===== src/rtl/dram_pkg.sv =====
// Constants and state type shared by the DRAM sample packer and unpacker.
// Both sides agree on a 128-bit line holding four 32-bit samples.
package dram_pkg;

  localparam int LINE_BYTES       = 16;
  localparam int SAMPLES_PER_LINE = 4;
  localparam int ADX_W            = 27;
  localparam int LINE_W           = 128;
  localparam int SAMPLE_W         = 32;

  typedef enum logic [1:0] {
    ST_IDLE,
    ST_ISSUE,
    ST_WAIT,
    ST_RESP
  } unpack_state_e;

endpackage


===== src/rtl/dram_unpacker.sv =====
// Turns per-sample read requests into 128-bit DRAM line reads.
// The last returned line is cached so sequential readback needs one read per four samples.
module dram_unpacker
  import dram_pkg::*;
#(
  parameter int               IDX_W          = 25,
  parameter logic [ADX_W-1:0] BASE_ADX       = 27'h0,
  parameter int               TIMEOUT_CYCLES = 4096,
  parameter int               TO_W           = 13
) (
  input  logic                clk,
  input  logic                reset,
  input  logic                sample_req,
  input  logic [IDX_W-1:0]    sample_index,
  input  logic                cache_invalidate,
  output logic                busy,
  output logic                sample_valid,
  output logic [SAMPLE_W-1:0] sample_data,
  output logic                read_req,
  output logic [ADX_W-1:0]    rd_adx,
  input  logic                read_allowed,
  input  logic                has_return_data,
  output logic                get_return_data,
  input  logic [LINE_W-1:0]   return_data,
  input  logic [ADX_W-1:0]    return_adx,
  output logic                adx_error,
  output logic                timeout
);

  localparam int LN_W = IDX_W - 2;
  localparam logic [TO_W-1:0] TO_LAST = TO_W'(TIMEOUT_CYCLES - 1);

  function automatic logic [SAMPLE_W-1:0] lane_sel(input logic [LINE_W-1:0] line,
                                                   input logic [1:0]        lane);
    return line[{lane, 5'b00000} +: SAMPLE_W];
  endfunction

  unpack_state_e    state_q, state_d;
  logic             cache_valid_q, cache_valid_d;
  logic             inv_pend_q, inv_pend_d;
  logic             adx_error_q, adx_error_d;
  logic             timeout_q, timeout_d;
  logic [TO_W-1:0]  cnt_q, cnt_d;
  logic [ADX_W-1:0] rd_adx_q, rd_adx_d;

  logic [LINE_W-1:0] line_q, line_d;
  logic [LN_W-1:0]   cached_line_q, cached_line_d;
  logic [LN_W-1:0]   req_line_q, req_line_d;
  logic [1:0]        lane_q, lane_d;

  logic [LN_W-1:0]   in_line;
  assign in_line = sample_index[IDX_W-1:2];

  always_comb begin
    state_d         = state_q;
    cache_valid_d   = cache_valid_q;
    inv_pend_d      = inv_pend_q;
    adx_error_d     = adx_error_q;
    timeout_d       = timeout_q;
    cnt_d           = cnt_q;
    rd_adx_d        = rd_adx_q;
    line_d          = line_q;
    cached_line_d   = cached_line_q;
    req_line_d      = req_line_q;
    lane_d          = lane_q;
    read_req        = 1'b0;
    get_return_data = 1'b0;

    case (state_q)
      ST_IDLE: begin
        if (sample_req) begin
          lane_d = sample_index[1:0];
          if (cache_valid_q && !cache_invalidate && (in_line == cached_line_q)) begin
            state_d = ST_RESP;
          end else begin
            req_line_d = in_line;
            rd_adx_d   = BASE_ADX + ADX_W'({in_line, 4'b0000});
            inv_pend_d = 1'b0;
            state_d    = ST_ISSUE;
          end
        end else if (has_return_data) begin
          // Leftover return from before a reset or an abort: discard it.
          get_return_data = 1'b1;
        end
      end
      ST_ISSUE: begin
        if (read_allowed) begin
          read_req = 1'b1;
          cnt_d    = '0;
          state_d  = ST_WAIT;
        end
      end
      ST_WAIT: begin
        if (has_return_data) begin
          get_return_data = 1'b1;
          line_d          = return_data;
          if (return_adx == rd_adx_q) begin
            cached_line_d = req_line_q;
            cache_valid_d = !inv_pend_q;
          end else begin
            adx_error_d   = 1'b1;
            cache_valid_d = 1'b0;
          end
          state_d = ST_RESP;
        end else if (cnt_q == TO_LAST) begin
          // Zeroed line makes the aborted response read back as 0.
          timeout_d     = 1'b1;
          cache_valid_d = 1'b0;
          line_d        = '0;
          state_d       = ST_RESP;
        end else begin
          cnt_d = cnt_q + 1'b1;
        end
      end
      ST_RESP: state_d = ST_IDLE;
      default: state_d = ST_IDLE;
    endcase

    // A line fetched while an invalidate was seen must not be reused.
    if (cache_invalidate) begin
      cache_valid_d = 1'b0;
      if (state_q != ST_IDLE) inv_pend_d = 1'b1;
    end
  end

  always_ff @(posedge clk or posedge reset) begin
    if (reset) begin
      state_q       <= ST_IDLE;
      cache_valid_q <= 1'b0;
      inv_pend_q    <= 1'b0;
      adx_error_q   <= 1'b0;
      timeout_q     <= 1'b0;
      cnt_q         <= '0;
      rd_adx_q      <= '0;
    end else begin
      state_q       <= state_d;
      cache_valid_q <= cache_valid_d;
      inv_pend_q    <= inv_pend_d;
      adx_error_q   <= adx_error_d;
      timeout_q     <= timeout_d;
      cnt_q         <= cnt_d;
      rd_adx_q      <= rd_adx_d;
    end
  end

  always_ff @(posedge clk) begin
    line_q        <= line_d;
    cached_line_q <= cached_line_d;
    req_line_q    <= req_line_d;
    lane_q        <= lane_d;
  end

  assign busy         = (state_q != ST_IDLE);
  assign sample_valid = (state_q == ST_RESP);
  assign sample_data  = sample_valid ? lane_sel(line_q, lane_q) : '0;
  assign rd_adx       = rd_adx_q;
  assign adx_error    = adx_error_q;
  assign timeout      = timeout_q;

endmodule


===== config.mk =====
export PLATFORM = sky130hd
export DESIGN_NAME = dram_unpacker
export DESIGN_NICKNAME = d
export VERILOG_FILES = /design/src/rtl/dram_pkg.sv /design/src/rtl/dram_unpacker.sv
export SDC_FILE = /design/constraint.sdc
export NUM_CORES = 1
export LEC_CHECK = 0
export BUFFER_PORTS_ARGS = -buffer_cell sky130_fd_sc_hd__buf_2
export CAP_MARGIN = 20
export CELL_PAD_IN_SITES_DETAIL_PLACEMENT = 0
export CELL_PAD_IN_SITES_GLOBAL_PLACEMENT = 1
export CORE_ASPECT_RATIO = 0.8
export CORE_UTILIZATION = 35
export CTS_CLUSTER_SIZE = 24
export DETAILED_ROUTE_END_ITERATION = 10
export PLACE_DENSITY = 0.66
export SETUP_SLACK_MARGIN = 0.4
export SLEW_MARGIN = 20
export SYNTH_ARGS = -nofsm -noshare
export SYNTH_HDL_FRONTEND = slang
export SYNTH_SLANG_ARGS = --single-unit

===== constraint.sdc =====
create_clock -name clk -period 5 [get_ports clk]
set_clock_uncertainty 0.2 [all_clocks]
set_input_delay 0.75 -clock clk [delete_from_list [all_inputs] [get_ports clk]]
set_output_delay 0.75 -clock clk [all_outputs]
set_load 0.01 [all_outputs]

==> flow_summary.toml, run 1 <==
[status]
status = "completed"

[sta]
setup_tns_ns = 0
fmax_mhz = 291
post-route-period-util_pct = 68.7
relSlewSlack_pct = 44.7
hold_violations = 0
finalSetupViolations = 0
final-max-slew-violation-count = 0
rsz0062_at_grt = "false"
period_needed_ns = 3.43
tightest_slew_ns = 0.830

[route]
via_per_inst = 4.55
routedWlPerCell_um = 17.2
drt-initial-drc-count = 254
wl_um = 21600
drc_errors = 0
firstDrtPassIters = 4
routed-via-count = 5706
drtAntennaViolNets = 0

[die]
die_y_um = 151
io_pins = 251
die_w_um = 188
start_util_pct = 36.2
core_area_um2 = 26700
dieArea_um2 = 28200
fp-row-count = 53

[synthesis]
synth_edf_count = 176
netlist.area_leader.share_pct = 54.8
yosysSeqAreaShare_pct = 65.7
synth_area_leader_cell = "edfxtp_1"
ys_ff_latch = 218
synth_area_leaders = "edfxtp_1 55%, dfrtp_1 11%, and2_1 10%, mux4_2 7.5%, xnor2_1 3.6%"
yosys_warnings = 0
synth_cells = 623
async_flop_share_pct = 19.3
synth.cell_area_um2 = 9650
syn_avg_cell_area_um2 = 15.5
synth_cell_type_count = 44
ys.flop_type = "edfxtp_1"

[global_routing]
grt_pass1_vias = 5760
grtUsageMet1_pct = 21.3
top_usage_layer = "met2"
grt_usage_pct = 15.1
grt_max_degree = 79
grt_overflow = 0
grt_use_met2_pct = 24.2
grt_use_met3_pct = 2.24
grt_antenna_before_repair = 2
grt_pass1_wl_um = 32700

[setup_path]
cp_slowest_cell = "mux4_2"
worstSetupPathType = "reg -> out"
crit_path_end_kind = "output port"
startpoint_type = "register"
crit_chain = "buf_4 > mux4_2 > and2_1 > buf_2"
crit_fanout = 29
max_stage_delay_ns = 0.57
cp.arrival_ns = 2.48
cp.required_ns = 4.05

[clock_network]
path_clk_slew_ns = 0.06
htreeDepth = 1
cts.sinks = 218
cts_tree = "built"
cts_hold_buf = 0
cts_root_buf = "clkbuf_16"
post_cts_buffers = 0
post_cts_resized = 0
insertion_delay_ns = 0.51
cts_buffers = 24
cts_max_path_buffers = 3

[final_layout]
nFillCells = 2470
area_growth_syn_to_layout_pct = 25.8
layout.nets = 1068
post-route-util_pct = 45.5
drive_above_1_share_pct = 39.2

[placement]
dpl.hpwl_um = 15000
port_buffers = 246
place_congestion = 0.757

[worst_hold_path]
hp-class = "in -> async"

[run]
cap_violations = 0

[power_and_ir_drop]
p_per_area_nw_per_um2 = 472
ir_worst_vdd_mv = 0.267
p_leak_uw = 0.00480
state kept, by name (all words and copies together), names as in the netlist:
register,flops
cached_line_q,23
lane_q,2
rd_adx,23
inv_pend_q,1
state_q,2
cache_valid_q,1
req_line_q,23
cnt_q,13
line_q,128
timeout,1
adx_error,1
power by group:
part | switching, µW | internal (µW) | total, µW
clock network | 684 | 1180 | 1870
registers | 166 | 2380 | 2550
logic | 681 | 635 | 1320
synth_stat cells (all sizes together), types with 2 or more instances:
| library cell | instances |
|---|---|
| a21boi | 2 |
| nand2b | 2 |
| xor2 | 16 |
| mux4 | 32 |
| clkbuf | 20 |
| dfrtp | 42 |
| xnor2 | 40 |
| nor2 | 15 |
| inv | 10 |
| nand2 | 8 |
| and2 | 161 |
| a21oi | 2 |
| buf | 11 |
| nor3b | 2 |
| nand3 | 5 |
| o21ai | 7 |
| edfxtp | 176 |
| nor3 | 6 |
| nand4 | 10 |
| ha | 5 |
| nor4 | 14 |
| mux2 | 23 |
cells by family (layout without fill, tap and decap cells):
group	count (synthesis)	count (layout)	share of synthesized area [%]
AOI/OAI and AO/OA	19	19	1.35
buffers and inverters	41	310	1.96
muxes	55	55	10.9
and+or+nand+nor	228	228	14.4
xor gates and xnor gates	56	56	5.08
DFF	218	218	65.7
adders and majority gates	5	5	0.648
other	1	6	0.0389
worst max-delay path, delay by kind of cell (launching register included):
| family | cells | cell delay (ns) |
|---|---|---|
| buffers and inverters | 2 | 0.70 |
| DFF | 1 | 0.49 |
| muxes | 1 | 0.57 |
| and+or+nand+nor | 1 | 0.19 |
cell type report:
type	instances	area [µm²]	share of cell area [%]
Inverter	10	40.0	0.330
Clock buffer	32	662	5.45
Multi-Input combinational cell	367	3150	26.0
Clock inverter	12	179	1.47
Antenna cell	2	5.00	0.0412
Tap cell	357	447	3.68
Sequential cell	218	6340	52.2
Timing Repair Buffer	256	1320	10.9
metrics by stage:
step           cell area [µm²]  hold WS, ns  instances  setup WS, ns  power (µW)
3_5_place_dp             11300        0.205       1208          1.57        3930
3_3_place_gp             11300        0.201       1208          1.65        3910
6_report                 12100        0.169       1254          1.57        5730
5_1_grt                  12100        0.198       1254          1.34        6020
2_1_floorplan             9660        0.200        626         0.608        3440
4_1_cts                  12100        0.187       1252          1.45        5810
worst paths after layout:
path | start | to | slack [ns] | cells after the start
worst max-delay path | lane_q[0] | sample_data[8] | 1.57 | 4
worst min-delay path | reset | rd_adx[11] | 0.17 | 3
worst max register to register | cnt_q[0] | line_q[49] | 1.90 | 6
worst min register to register | req_line_q[10] | cached_line_q[10] | 0.22 | 0
max in group asynchronous | reset | rd_adx[18] | 4.01 | 3
min in group clk | req_line_q[10] | cached_line_q[10] | 0.22 | 0
per-layer routing:
metal | vias up | routed length, µm
met1 | 2781 | 10300
met3 | 25 | 813
met5 | - | 0
li1 | 2761 | -
met2 | 139 | 10100
met4 | 0 | 432
cells in the final DEF (no fill, tap or decap), drive strengths merged, types with 2 or more instances in the layout:
| cell | n |
|---|---|
| a21boi | 2 |
| a21oi | 2 |
| and2 | 161 |
| buf | 256 |
| bufinv | 5 |
| clkbuf | 32 |
| clkinv | 8 |
| conb | 4 |
| dfrtp | 42 |
| diode | 2 |
| edfxtp | 176 |
| ha | 5 |
| inv | 9 |
| mux2 | 23 |
| mux4 | 32 |
| nand2 | 8 |
| nand2b | 2 |
| nand3 | 5 |
| nand4 | 10 |
| nor2 | 15 |
| nor3 | 6 |
| nor3b | 2 |
| nor4 | 14 |
| o21ai | 7 |
| xnor2 | 40 |
| xor2 | 16 |
Power figures use the tool's default switching activity.
==> inputs of run 2 (changes only) <==
==> constraint.sdc (replaced) <==
create_clock -name clk -period 3.2 [get_ports clk]
set_clock_uncertainty 0.2 [all_clocks]
set_input_delay 0.48 -clock clk [delete_from_list [all_inputs] [get_ports clk]]
set_output_delay 0.48 -clock clk [all_outputs]
set_load 0.01 [all_outputs]
==> flow_summary.toml, run 2 (synthesized netlist as in run 1, its figures left out) <==
[final_layout]
multi_input_area_um2 = 3190
drive_above_1_share_pct = 39.1
area_growth_syn_to_layout_pct = 29.6
layout_common_cells = "246 x buf_2, 176 x edfxtp_1, 161 x and2_1"
regArea_um2 = 6340
layout.nets = 1102
nFillCells = 2457
top_register = "line_q"
largest_reg_flops = 128
final_common_cell = "buf_2"

[power_and_ir_drop]
p_leak_uw = 0.00496
p_per_area_nw_per_um2 = 706
ir_worst_vdd_mv = 0.401
p_total_uw = 8840

[setup_path]
crit_chain = "buf_4 > buf_6 > mux4_2 > and2_1 > buf_2"
startpoint_type = "register"
crit_path_end = "sample_data[4]"
r2r_end = "rd_adx[23]"
cp.arrival_ns = 2.04
rr_worst_depth = 6
cp_slowest_cell = "mux4_2"
crit_path_end_kind = "output port"
cp.required_ns = 2.52
reg2reg_from = "state_q[0]"
reg2reg_slack_ns = 0.60
crit_path_start = "lane_q[0]"
crit_fanout = 8
max_stage_delay_ns = 0.52
worstSetupPathType = "reg -> out"

[route]
routedWlPerCell_um = 17.5
drt-initial-drc-count = 235
wl_um = 22500
routed-via-count = 5848
drtAntennaViolNets = 0
via_per_inst = 4.55
firstDrtPassIters = 4
drc_errors = 0

[status]
status = "completed"

[clock_network]
cts_root_buf = "clkbuf_16"
cts_buffers = 24
cts_max_path_buffers = 3
path_clk_slew_ns = 0.06
cts.sinks = 218
cts_tree = "built"
insertion_delay_ns = 0.51
htreeDepth = 1

[placement]
port_buffers = 246
place_congestion = 0.742
dpl.hpwl_um = 15600

[global_routing]
grt_overflow = 0
grt_max_degree = 125
grt_pass1_wl_um = 33700
grt_pass1_vias = 5846
grt_usage_pct = 15.5
grt_antenna_before_repair = 1

[sta]
hold_slack_ns = 0.0225
relSlewSlack_pct = 34.1
tightest_slew_ns = 0.989
finalSetupViolations = 0
post-route-period-util_pct = 85.0
final-max-slew-violation-count = 0
hold_violations = 0
fmax_mhz = 368
period_needed_ns = 2.72
rsz0062_at_grt = "false"

[die]
dieArea_um2 = 28200
core_area_um2 = 26700
io_pins = 251
die_w_um = 188
die_y_um = 151
fp-row-count = 53
start_util_pct = 36.2

[worst_hold_path]
hp-class = "in -> reg"

[run]
cap_violations = 0
-- run 2: cell count changes in the layout (fill, tap and decap cells not counted), moves of 2 or more --
cell | previous run | this run
buf_12 | 1 | 7
nor4_4 | 1 | 3
dlygate4sd3_1 | 0 | 24
bufinv_16 | 5 | 1
clkbuf_8 | 1 | 3
-- run 2: repair_timing --
action	4_1_cts	5_1_grt
resized for setup	0	4
endpoints found under the setup margin	4	31
hold buffers	24	0
setup buffers	0	1
endpoints found under the hold margin	45	0
gates cloned	0	2
-- run 2: layout make-up --
cell class	instances	share of cell area, %
Tap cell	357	3.57
Multi-Input combinational cell	367	25.5
Antenna cell	1	0.0200
Clock inverter	9	0.500
Inverter	10	0.330
Clock buffer	34	5.51
Timing Repair Buffer	290	13.9
Sequential cell	218	50.7
-- run 2: critical path, delay by kind of cell, from the launching register on --
family        cells  cell delay (ns)
simple gates      1             0.17
flops             1             0.32
mux               1             0.52
buf+inv           3             0.50
-- run 2: metal layers --
| metal | GRT usage [%] | share of wire (%) | up-vias |
|---|---|---|---|
| met5 | 0 | 0 | - |
| met4 | 4.02 | 1.7 | 0 |
| met3 | 2.42 | 3.5 | 31 |
| met2 | 24.4 | 46 | 130 |
| met1 | 22.5 | 48 | 2861 |
| li1 | - | - | 2826 |
-- run 2: through the flow --
stage	TNS (ns)	setup slack, ns	cell area, µm²	cells	utilization, %
final	0	0.481	12500	1286	46.9
after global routing	0	0.400	12500	1286	46.9
after CTS	0	0.388	12400	1281	46.7
after detailed placement	0	0.456	11500	1214	43.0
after global placement	0	0.430	11500	1214	43.0
after floorplan	-34.51	-0.270	9710	626	-
-- run 2: worst min path at each step --
| stage | start | to | depth (start not counted) |
|---|---|---|---|
| 2_1_floorplan | req_line_q[0] | cached_line_q[0] | 0 |
| 3_3_place_gp | req_line_q[11] | cached_line_q[11] | 0 |
| 3_5_place_dp | req_line_q[19] | cached_line_q[19] | 0 |
| 4_1_cts | sample_index[22] | req_line_q[20] | 1 |
| 5_1_grt | sample_index[22] | req_line_q[20] | 1 |
| 6_report | sample_index[22] | req_line_q[20] | 1 |
-- run 2: power breakdown --
part | switching, µW | leakage (µW) | total (µW) | internal [µW]
logic | 1120 | 0.00244 | 2220 | 1100
registers | 271 | 0.00216 | 3990 | 3720
clock network | 1060 | 0.000368 | 2630 | 1570
